==> src/rtl/button_pkg.sv <==
// Shared constants and types for the push-button debouncer.
// The optional long-press detector is enabled by defining BUTTON_DEBOUNCER_LONG_PRESS_EN.
package button_pkg;

  // Defaults sized for a 100 MHz system clock.
  localparam int N_BTN_DEF         = 5;
  localparam int SYNC_STAGES_DEF   = 2;
  localparam int STABLE_CYCLES_DEF = 1_000_000;   // 10 ms
  localparam int HOLD_CYCLES_DEF   = 100_000_000; // 1 s

  typedef logic [N_BTN_DEF-1:0] btn_vec_t;

endpackage

==> src/rtl/debounce_channel.sv <==
// One button channel: metastability synchroniser, debounce counter and,
// when BUTTON_DEBOUNCER_LONG_PRESS_EN is defined, a saturating long-press timer.
module debounce_channel
  import button_pkg::*;
#(
  parameter int SYNC_STAGES   = SYNC_STAGES_DEF,
  parameter int STABLE_CYCLES = STABLE_CYCLES_DEF,
  parameter int HOLD_CYCLES   = HOLD_CYCLES_DEF
) (
  input  logic clk,
  input  logic reset,
  input  logic btn_raw,
  output logic btn_clean,
  output logic btn_held
);

  localparam int CW = $clog2(STABLE_CYCLES + 1);
  localparam logic [CW-1:0] STABLE_LAST = CW'(STABLE_CYCLES - 1);

  logic [SYNC_STAGES-1:0] sync_reg;
  logic                   sync_out;
  logic [CW-1:0]          cnt_reg;
  logic [CW-1:0]          cnt_next;
  logic                   clean_reg;
  logic                   clean_next;

  assign sync_out  = sync_reg[SYNC_STAGES-1];
  assign btn_clean = clean_reg;

  // Debounce decision: any sample agreeing with the clean level restarts the
  // count; the change is accepted on the STABLE_CYCLES-th differing sample.
  always_comb begin
    clean_next = clean_reg;
    cnt_next   = cnt_reg;
    if (sync_out == clean_reg) begin
      cnt_next = '0;
    end else if (cnt_reg == STABLE_LAST) begin
      clean_next = sync_out;
      cnt_next   = '0;
    end else begin
      cnt_next = cnt_reg + 1'b1;
    end
  end

  // Synchroniser chain, debounce counter and clean level registers.
  always_ff @(posedge clk) begin
    if (reset) begin
      sync_reg  <= '0;
      cnt_reg   <= '0;
      clean_reg <= 1'b0;
    end else begin
      sync_reg  <= {sync_reg[SYNC_STAGES-2:0], btn_raw};
      cnt_reg   <= cnt_next;
      clean_reg <= clean_next;
    end
  end

`ifdef BUTTON_DEBOUNCER_LONG_PRESS_EN
  localparam int HW = $clog2(HOLD_CYCLES + 1);
  localparam logic [HW-1:0] HOLD_MAX  = HW'(HOLD_CYCLES);
  localparam logic [HW-1:0] HOLD_LAST = HW'(HOLD_CYCLES - 1);

  logic [HW-1:0] hold_cnt_reg;
  logic          held_reg;

  assign btn_held = held_reg;

  // Long-press timer: counts edges with the clean level high, and clears on
  // the same edge the clean level drops (hence the look at clean_next).
  always_ff @(posedge clk) begin
    if (reset) begin
      hold_cnt_reg <= '0;
      held_reg     <= 1'b0;
    end else if (!clean_next) begin
      hold_cnt_reg <= '0;
      held_reg     <= 1'b0;
    end else if (clean_reg && (hold_cnt_reg != HOLD_MAX)) begin
      hold_cnt_reg <= hold_cnt_reg + 1'b1;
      if (hold_cnt_reg == HOLD_LAST) begin
        held_reg <= 1'b1;
      end
    end
  end
`else
  // No long-press hardware; the hold length only matters when it is built.
  logic unused_hold_cfg;
  assign unused_hold_cfg = (HOLD_CYCLES > 0);
  assign btn_held        = 1'b0;
`endif

endmodule

==> src/rtl/button_debouncer.sv <==
// N-channel push-button synchroniser/debouncer feeding the menu edge detectors.
// Define BUTTON_DEBOUNCER_LONG_PRESS_EN to build the per-button long-press flags.
module button_debouncer
  import button_pkg::*;
#(
  parameter int N_BTN         = N_BTN_DEF,
  parameter int SYNC_STAGES   = SYNC_STAGES_DEF,
  parameter int STABLE_CYCLES = STABLE_CYCLES_DEF,
  parameter int HOLD_CYCLES   = HOLD_CYCLES_DEF
) (
  input  logic             clk,
  input  logic             reset,
  input  logic [N_BTN-1:0] btn_raw,
  output logic [N_BTN-1:0] btn_clean,
  output logic [N_BTN-1:0] btn_held
);

  genvar gi;
  generate
    for (gi = 0; gi < N_BTN; gi++) begin : g_ch
      debounce_channel #(
        .SYNC_STAGES  (SYNC_STAGES),
        .STABLE_CYCLES(STABLE_CYCLES),
        .HOLD_CYCLES  (HOLD_CYCLES)
      ) u_ch (
        .clk      (clk),
        .reset    (reset),
        .btn_raw  (btn_raw[gi]),
        .btn_clean(btn_clean[gi]),
        .btn_held (btn_held[gi])
      );
    end
  endgenerate

endmodule

==> config.mk <==
export PLATFORM = sky130hd
export DESIGN_NAME = button_debouncer
export DESIGN_NICKNAME = d
export VERILOG_FILES = /design/src/rtl/button_pkg.sv /design/src/rtl/debounce_channel.sv /design/src/rtl/button_debouncer.sv
export SDC_FILE = /design/constraint.sdc
export NUM_CORES = 1
export LEC_CHECK = 0
export BUFFER_PORTS_ARGS = -buffer_cell sky130_fd_sc_hd__buf_2
export CAP_MARGIN = 5
export CORE_ASPECT_RATIO = 1.5
export CORE_MARGIN = 1.5
export CORE_UTILIZATION = 40
export CTS_CLUSTER_SIZE = 40
export DETAILED_ROUTE_END_ITERATION = 8
export PLACE_DENSITY_LB_ADDON = 0.08
export SYNTH_ARGS = -nofsm -noshare
export SYNTH_HDL_FRONTEND = slang
export SYNTH_HIERARCHICAL = 1
export SYNTH_SLANG_ARGS = --single-unit
==> constraint.sdc <==
create_clock -name clk -period 2.75 [get_ports clk]
set_clock_uncertainty 0.2 [all_clocks]
set_input_delay 0 -clock clk [delete_from_list [all_inputs] [get_ports clk]]
set_output_delay 0 -clock clk [all_outputs]
set_load 0.01 [all_outputs]
======== Word level (Yosys, flattened, before mapping) ========
Cells that the tools add are included.
W data, S select, Z words.
word-level totals
  input port bits ......................... 7
  register bits after elaboration ......... 115
  output and inout bits ................... 10
  latch bits .............................. 0
  memory bits (writable) .................. 0
  memory bits (read-only) ................. 0
  word-level logic and storage cells ...... 45
  memories kept ........................... 0
operators by class
  bitwise operators ....................... 5
  shift-type cells ........................ 0
  add/sub/neg operators ................... 5
  muxes and demuxes ....................... 0
  order comparisons ....................... 0
  multiply operators ...................... 0
  divide/modulo/power cells ............... 0
  reduce and logical (&&, ||, !) cells .... 10
  equality and inequality tests ........... 10
operators by type and width
  kind                     count
  $add A20 B1 Y20 const B  5
  $eq A20 B20 Y1 const B   5
  $reduce_or A3 Y1         5
  $reduce_and A2 Y1        5
  $eq A1 B1 Y1             5
  $not A1 Y1               5

======== Logic depth before layout (Yosys ltp) ========
Gate-level depths: netlist of the first run.
  depth in word-level cells ............... 3
  depth in mapped cells ................... 7
  mapped depth without buffers ............ 5

======== Hierarchy ========
The synthesis of the first run kept the hierarchy.
by module, submodules not included
  module            area each (um2)  cells each  sequential area each (um2)  times used
  debounce_channel  1029.7           117         460.4                       5

======== Worst setup path before layout of the first run ========
Ideal clock, no wire load.
  path type ............................... register -> register
  start ................................... register g_ch[0].u_ch.cnt_reg[0]
  end ..................................... register g_ch[0].u_ch.cnt_reg[18]
  required time ........................... 2.483 ns
  arrival ................................. 1.879 ns
  setup slack ............................. 0.604 ns
  stages on the path, launching flop included .. 7
  buffers on the path ..................... 1
  clock period less this slack ............ 2.146 ns
  library setup time ...................... 0.067 ns
  cells stage by stage .................... dfxtp_1 -> ha_1 -> nand2_2 -> or4_1 -> buf_2 -> or4_4 -> a21oi_2
between the ends
  word-level cells in the longest chain between the ends .. 2
  elaborated cells between the ends (all ways) .. 3
  those cells by class .................... add/sub (1); eq/ne (1); reduce/logical (1)
RTL lines
  what                                                     line                    text
  start: declaration                                       debounce_channel.sv:22  logic [CW-1:0] cnt_reg;
  start signal: assignment                                 debounce_channel.sv:53  cnt_reg <= cnt_next;
  branches (longest 2 deep; another with $add A20 B1 Y20)  --
Several ways; the timed one is not identified.
A chain may end at the register's enable or synchronous reset.

======== Worst setup path after layout of the first run ========
  start ................................... register g_ch[3].u_ch.cnt_reg[0]
  end ..................................... register g_ch[3].u_ch.cnt_reg[18]
between the ends
  word-level cells in the longest chain between the ends .. 2
  elaborated cells between the ends (all ways) .. 3
  those cells by class .................... add/sub (1); eq/ne (1); reduce/logical (1)
RTL lines
  what                                                     line
  start: declaration                                       debounce_channel.sv:22
  start signal: assignment                                 debounce_channel.sv:53
  branches (longest 2 deep; another with $add A20 B1 Y20)  --
Several ways; the timed one is not identified.

==> results.toml, run 1 <==
[final_layout]
n_antenna_cell = 0
fin_nets = 620
largest_register_ffs = 100
drive_gt1_frac = 0.1440
area_growth_syn_to_layout_pct = 15.89
stdcell_count = 774

[global_route]
grt_max_degree = 20
grt_pass1_wl_mm = 16.04
grt_pass1_vias = 3730
antenna_found_initial = 0
overflow = 0
grt_usage = 0.1492

[setup_path]
path_class = "reg2reg"
crit_fanout = 7
r2r_cells = 5
r2r-end = "g_ch[3].u_ch/cnt_reg[18]"
endpoint_kind = "register"
critPathRequiredTime_ns = 2.88
r2r-start = "g_ch[3].u_ch/cnt_reg[0]"
crit_path_start_kind = "register"
cp.arrival_ns = 2.41
r2r_slack_ns = 0.47

[timing]
tns_ns = 0
drv_slew = 0
period_needed_ns = 2.277
rsz0062_at_grt = "no"
finalSetupViolCount = 0
hold_viol_final = 0
fin_crit_sh = 0.8281
max_freq_mhz = 439.1

[power]
powerDensity_mw_per_mm2 = 618.5
ir_drop_v = 0.0003507
pwr-share-comb = 0.015
internal-power_w = 0.002966
p_clk_frac = 0.529
p_sw_w = 0.0007249
swShare = 0.1964
pwr-share-seq = 0.456
power.leakage_nw = 1.801

[logic_synthesis]
yosysWarnings = 6
syn_nets = 597
synth.avg_cell_area_um2 = 8.801
synth.distinct_cells = 33
ys_seq_area_frac = 0.4471
synth_seq_cells = 115
synthCells = 585
netlist.area_leader.share = 0.4471
synth_area_mm2 = 0.005149
synth_top_area_cell = "dfxtp_1"
yosys-top-cells-area = "dfxtp_1 (45%), xnor2_1 (7.7%), nor2_1 (5.5%)"

[clock_network]
clk_pin_slew_worst_paths_ns = 0.05
cts_buffer_depth = 2
clk_root_buffer_cell = "clkbuf_16"
cts_resized = 0
clock_sinks = 115
cts-hold-fix-buffers = 11
clk_latency_ns = 0.40
tritoncts = "yes"
cts_buffers = 17
h-tree-depth = 4
post-cts-setup-buffers = 0

[drt]
route.detailed.drc = 0
vias = 3940
viasPerCell = 5.090
drtIter0Drc = 121
ant_nets = 0
wire_per_inst_um = 12.05
routed_wl_mm = 9.323
first_pass_iters = 4

[run_status]
status = "finished clean"

[placed_design]
portBuffers = 11
gp_congestion = 0.7509
dpl.cell_count = 734
post-dp-hpwl_mm = 6.532

[floorplan]
die_x_um = 95.64
die_area_mm2 = 0.01358
rows = 50
core_area_mm2 = 0.01251
die_height_um = 142.0
start_util = 0.4115
io_pins = 17

[min_path]
min_path_cells = 1
hold_class = "reg2reg"
worstHoldStart = "g_ch[1].u_ch/sync_reg[0]"
hold_end = "g_ch[1].u_ch/sync_reg[1]"

[flow_run]
maxCapViolations = 0
[power groups by stage]
stage | sequential (W) | combinational (W) | clock (W)
finish | 0.00168 | 0.0000552 | 0.00195
global route | 0.00168 | 0.0000614 | 0.00209
CTS | 0.00168 | 0.0000559 | 0.00202
detailed placement | 0.00172 | 0.0000441 | 0
global placement | 0.00172 | 0.0000437 | 0
floorplan | 0.00172 | 0.0000305 | 0
[logic make-up (layout without fill, tap and decap cells)]
group           Yosys count  count (layout)  synth area share
flops                   115             115            0.4471
simple gates            265             265            0.2916
fa+ha+maj                 5               5           0.01215
xor+xnor                 60              60            0.1021
buf+inv                  50              83           0.04131
other cells               5               5          0.003646
compound gates           85              85            0.1021
[through the flow]
step	setup WS (ns)	hold slack (ns)	total power [W]	util	area, um^2
final	0.4728	0.2323	0.003690	0.4769	5967
after global placement	0.5235	0.01647	0.001760	0.4262	5333
after detailed placement	0.4759	0.01769	0.001761	0.4262	5333
after CTS	0.4663	0.2348	0.003756	0.4769	5967
after global routing	0.3738	0.2569	0.003836	0.4769	5967
after floorplan	0.6041	-0.1284	0.001746	-	5149
[worst max-delay path, cell delays in order (launching register included)]
cell and delay (ns):
dfxtp_1 0.36, ha_1 0.24, nand2_2 0.09, or4_1 0.65, or4_4 0.53, a21oi_2 0.14
[layout make-up]
| class | instances | area (um^2) |
|---|---|---|
| fill | 1236 | 6545 |
| multi-input combinational | 420 | 2634 |
| sequential | 115 | 2302 |
| clock buffer | 22 | 464.2 |
| timing repair buffer | 29 | 217.7 |
| tap | 156 | 195.2 |
| inverter | 25 | 93.84 |
| clock inverter | 7 | 60.06 |
[layout by cell type (no fill, tap or decap), types with 6 or more instances in the layout]
| cell | instances |
|---|---|
| buf_2 | 11 |
| inv_1 | 25 |
| nor2_1 | 75 |
| nor4_1 | 10 |
| or2_2 | 10 |
| o31ai_1 | 10 |
| nor2b_1 | 10 |
| xor2_1 | 15 |
| o21ai_0 | 25 |
| or3_1 | 25 |
| xnor2_1 | 45 |
| a21oi_1 | 30 |
| clkinv_2 | 6 |
| dlygate4sd3_1 | 11 |
| clkbuf_16 | 17 |
| nand3_1 | 20 |
| nand2_1 | 35 |
| or4_1 | 15 |
| buf_4 | 7 |
| nor3_1 | 25 |
| dfxtp_1 | 115 |
[cell usage after synthesis]
master and instances:
a21oi_1 30, a21oi_2 5, buf_2 5, buf_4 5, clkbuf_1 15, conb_1 5
dfxtp_1 115, ha_1 5, inv_1 25, nand2_1 35, nand2_2 5, nand3_1 20
nand3_2 5, nand4_1 5, nand4_4 5, nand4b_1 5, nor2_1 75, nor2b_1 10
nor3_1 25, nor3b_1 5, nor4_1 10, nor4bb_1 5, o21a_1 5, o21ai_0 25
o21ai_2 5, o21ba_2 5, o31ai_1 10, or2_2 10, or3_1 25, or4_1 15
or4_4 5, xnor2_1 45, xor2_1 15
[layer usage]
metal	wire (um)	part of all wire	up-vias	GRT usage
met5	0	0	-	0
met4	115	0.012	0	0.06269
met3	229	0.025	9	0.03793
met2	4774	0.51	43	0.2624
met1	4203	0.45	1838	0.1667
li1	-	-	2050	-
[how the worst max path moves through the flow]
| stage | to | slack (ns) | cells after the start | start |
|---|---|---|---|---|
| after floorplan | g_ch[0].u_ch/cnt_reg[18] | 0.60 | 6 | g_ch[0].u_ch/cnt_reg[0] |
| after global placement | g_ch[1].u_ch/cnt_reg[18] | 0.52 | 5 | g_ch[1].u_ch/cnt_reg[0] |
| after detailed placement | g_ch[3].u_ch/cnt_reg[18] | 0.48 | 5 | g_ch[3].u_ch/cnt_reg[0] |
| after CTS | g_ch[3].u_ch/cnt_reg[18] | 0.47 | 5 | g_ch[3].u_ch/cnt_reg[0] |
| after global routing | g_ch[3].u_ch/cnt_reg[18] | 0.37 | 5 | g_ch[3].u_ch/cnt_reg[0] |
| final | g_ch[3].u_ch/cnt_reg[18] | 0.47 | 5 | g_ch[3].u_ch/cnt_reg[0] |
No activity file was read; power rests on OpenSTA's default activity.
==> run 2: changes to the inputs <==
==> constraint.sdc (replaced) <==
create_clock -name clk -period 1.9 [get_ports clk]
set_clock_uncertainty 0.2 [all_clocks]
set_input_delay 0 -clock clk [delete_from_list [all_inputs] [get_ports clk]]
set_output_delay 0 -clock clk [all_outputs]
set_load 0.01 [all_outputs]
==> run 2 against run 1 <==
Against the previous run: the run now ends with setup timing left; hold slack lost 0.065 ns; register-to-register slack got worse by 0.51 ns; final cell count increased by 10%; setup slack lost 0.51 ns; via count is 9.8% higher; critical path type unchanged.
==> results.toml, run 2 (same netlist as run 1, synthesis figures left out) <==
[run_status]
status = "finished with violations"
failed_checks = "setup timing"

[timing]
period_needed_ns = 1.936
max_freq_mhz = 516.5
rsz0062_at_grt = "yes"
finalSetupViolCount = 5
drv_slew = 0
fin_hold_ws_ns = 0.1669
fin_crit_sh = 1.019
fin_ws_ns = -0.03596
tns_ns = -0.1104
hold_viol_final = 0

[min_path]
hold_class = "in2reg"
worstHoldStart = "btn_raw[3]"

[power]
powerDensity_mw_per_mm2 = 798.2
internal-power_w = 0.004426
ir_drop_v = 0.0006339
pwr-share-comb = 0.016
power.leakage_nw = 2.267
p_sw_w = 0.001058
swShare = 0.1929
pwr-share-seq = 0.443
power.total_w = 0.005483
p_clk_frac = 0.541

[clock_network]
clk_pin_slew_worst_paths_ns = 0.05
clk_latency_ns = 0.40
clock_sinks = 115
cts_buffer_depth = 2
clk_root_buffer_cell = "clkbuf_16"
tritoncts = "yes"
h-tree-depth = 4
cts_buffers = 17

[floorplan]
start_util = 0.4115
die_height_um = 142.0
rows = 50
die_x_um = 95.64
die_area_mm2 = 0.01358
core_area_mm2 = 0.01251
io_pins = 17

[global_route]
antenna_found_initial = 0
overflow = 0
grt_max_degree = 20
grt_pass1_wl_mm = 18.24
grt_pass1_vias = 4381
grt_usage = 0.1666

[setup_path]
cp_top_family = "simple AND/OR/NAND/NOR gates"
cp.arrival_ns = 2.06
crit_fanout = 6
endpoint_kind = "register"
startpoint = "g_ch[0].u_ch/cnt_reg[4]"
cp_cell_sequence = "nand4_4 > or4_4 > or4_4 > a21oi_2"
critPathRequiredTime_ns = 2.03
crit_slowest_cell = "or4_4"
crit_path_start_kind = "register"
path_buf_inv = 0
cpMostUsedCell = "or4_4"
slowest_delay_ns = 0.57
r2r-start = "g_ch[0].u_ch/cnt_reg[4]"
path_class = "reg2reg"

[drt]
routed_wl_mm = 10.41
vias = 4327
ant_nets = 0
first_pass_iters = 5
route.detailed.drc = 0
wire_per_inst_um = 12.17
viasPerCell = 5.061
drtIter0Drc = 115

[placed_design]
gp_congestion = 0.8138
portBuffers = 11
pre_cts_ws_ns = -0.05215
post-dp-hpwl_mm = 7.488

[final_layout]
n_antenna_cell = 0
largest_register_ffs = 100
fill_cells = 1138
drive_gt1_frac = 0.3233
most-common-layout-cells = "buf_4 (82), dfxtp_1 (78), nor2_1 (75)"
final_common_cell = "buf_4"
area_growth_syn_to_layout_pct = 33.41
fin_nets = 699

[flow_run]
maxCapViolations = 0
run 2: path summary, 6_finish.rpt:
kind,slack (ns),end,depth (start not counted)
setup reg to reg,-0.04,g_ch[0].u_ch/cnt_reg[18],4
setup / recovery,-0.04,g_ch[0].u_ch/cnt_reg[18],4
hold / removal,0.17,g_ch[3].u_ch/sync_reg[0],3
hold reg to reg,0.23,g_ch[2].u_ch/sync_reg[1],1
run 2: worst min-delay path, stage by stage:
cell	delay, ns
dlygate4sd3_1	0.51
buf_2	0.10
nor2b_1	0.11
run 2: final cells by class:
class	count	area [um^2]	area share
Clock buffer	27	513.0	0.07468
Multi-Input combinational cell	420	2796	0.4071
Timing Repair Buffer	108	862.1	0.1255
Tap cell	156	195.2	0.02842
Sequential cell	115	2361	0.3437
Clock inverter	4	47.55	0.006922
Inverter	25	93.84	0.01366
run 2: timing repair:
action                     CTS  global route
buffers inserted             0             6
hold endpoints to repair    17             0
resized for setup           11             9
pin swaps                    1            14
setup endpoints to repair   10           100
hold buffers                10             0
run 2: power by group through the flow:
stage / Clock [W] / Sequential (W) / Combinational [W]
floorplan: 0 / 0.00248 / 0.0000486
global placement: 0 / 0.00248 / 0.0000723
detailed placement: 0 / 0.00248 / 0.0000735
CTS: 0.00305 / 0.00243 / 0.0000899
global route: 0.00316 / 0.00243 / 0.0000996
finish: 0.00296 / 0.00243 / 0.0000897
run 2: routing by layer:
metal  vias to the layer above  routed length [um]  track usage
met5                         -                   0            0
met4                         0                 108      0.06115
met3                         8                 199      0.03259
met2                        40                5675       0.3188
met1                      2068                4426       0.1730
li1                       2211                   -            -
run 2: stage by stage:
| stage | area [um^2] | utilization | cells |
|---|---|---|---|
| after CTS | 6794 | 0.5430 | 849 |
| after floorplan | 5330 | - | 585 |
| after global placement | 6063 | 0.4846 | 808 |
| final | 6869 | 0.5490 | 855 |
| after detailed placement | 6063 | 0.4846 | 808 |
| after global routing | 6869 | 0.5490 | 855 |
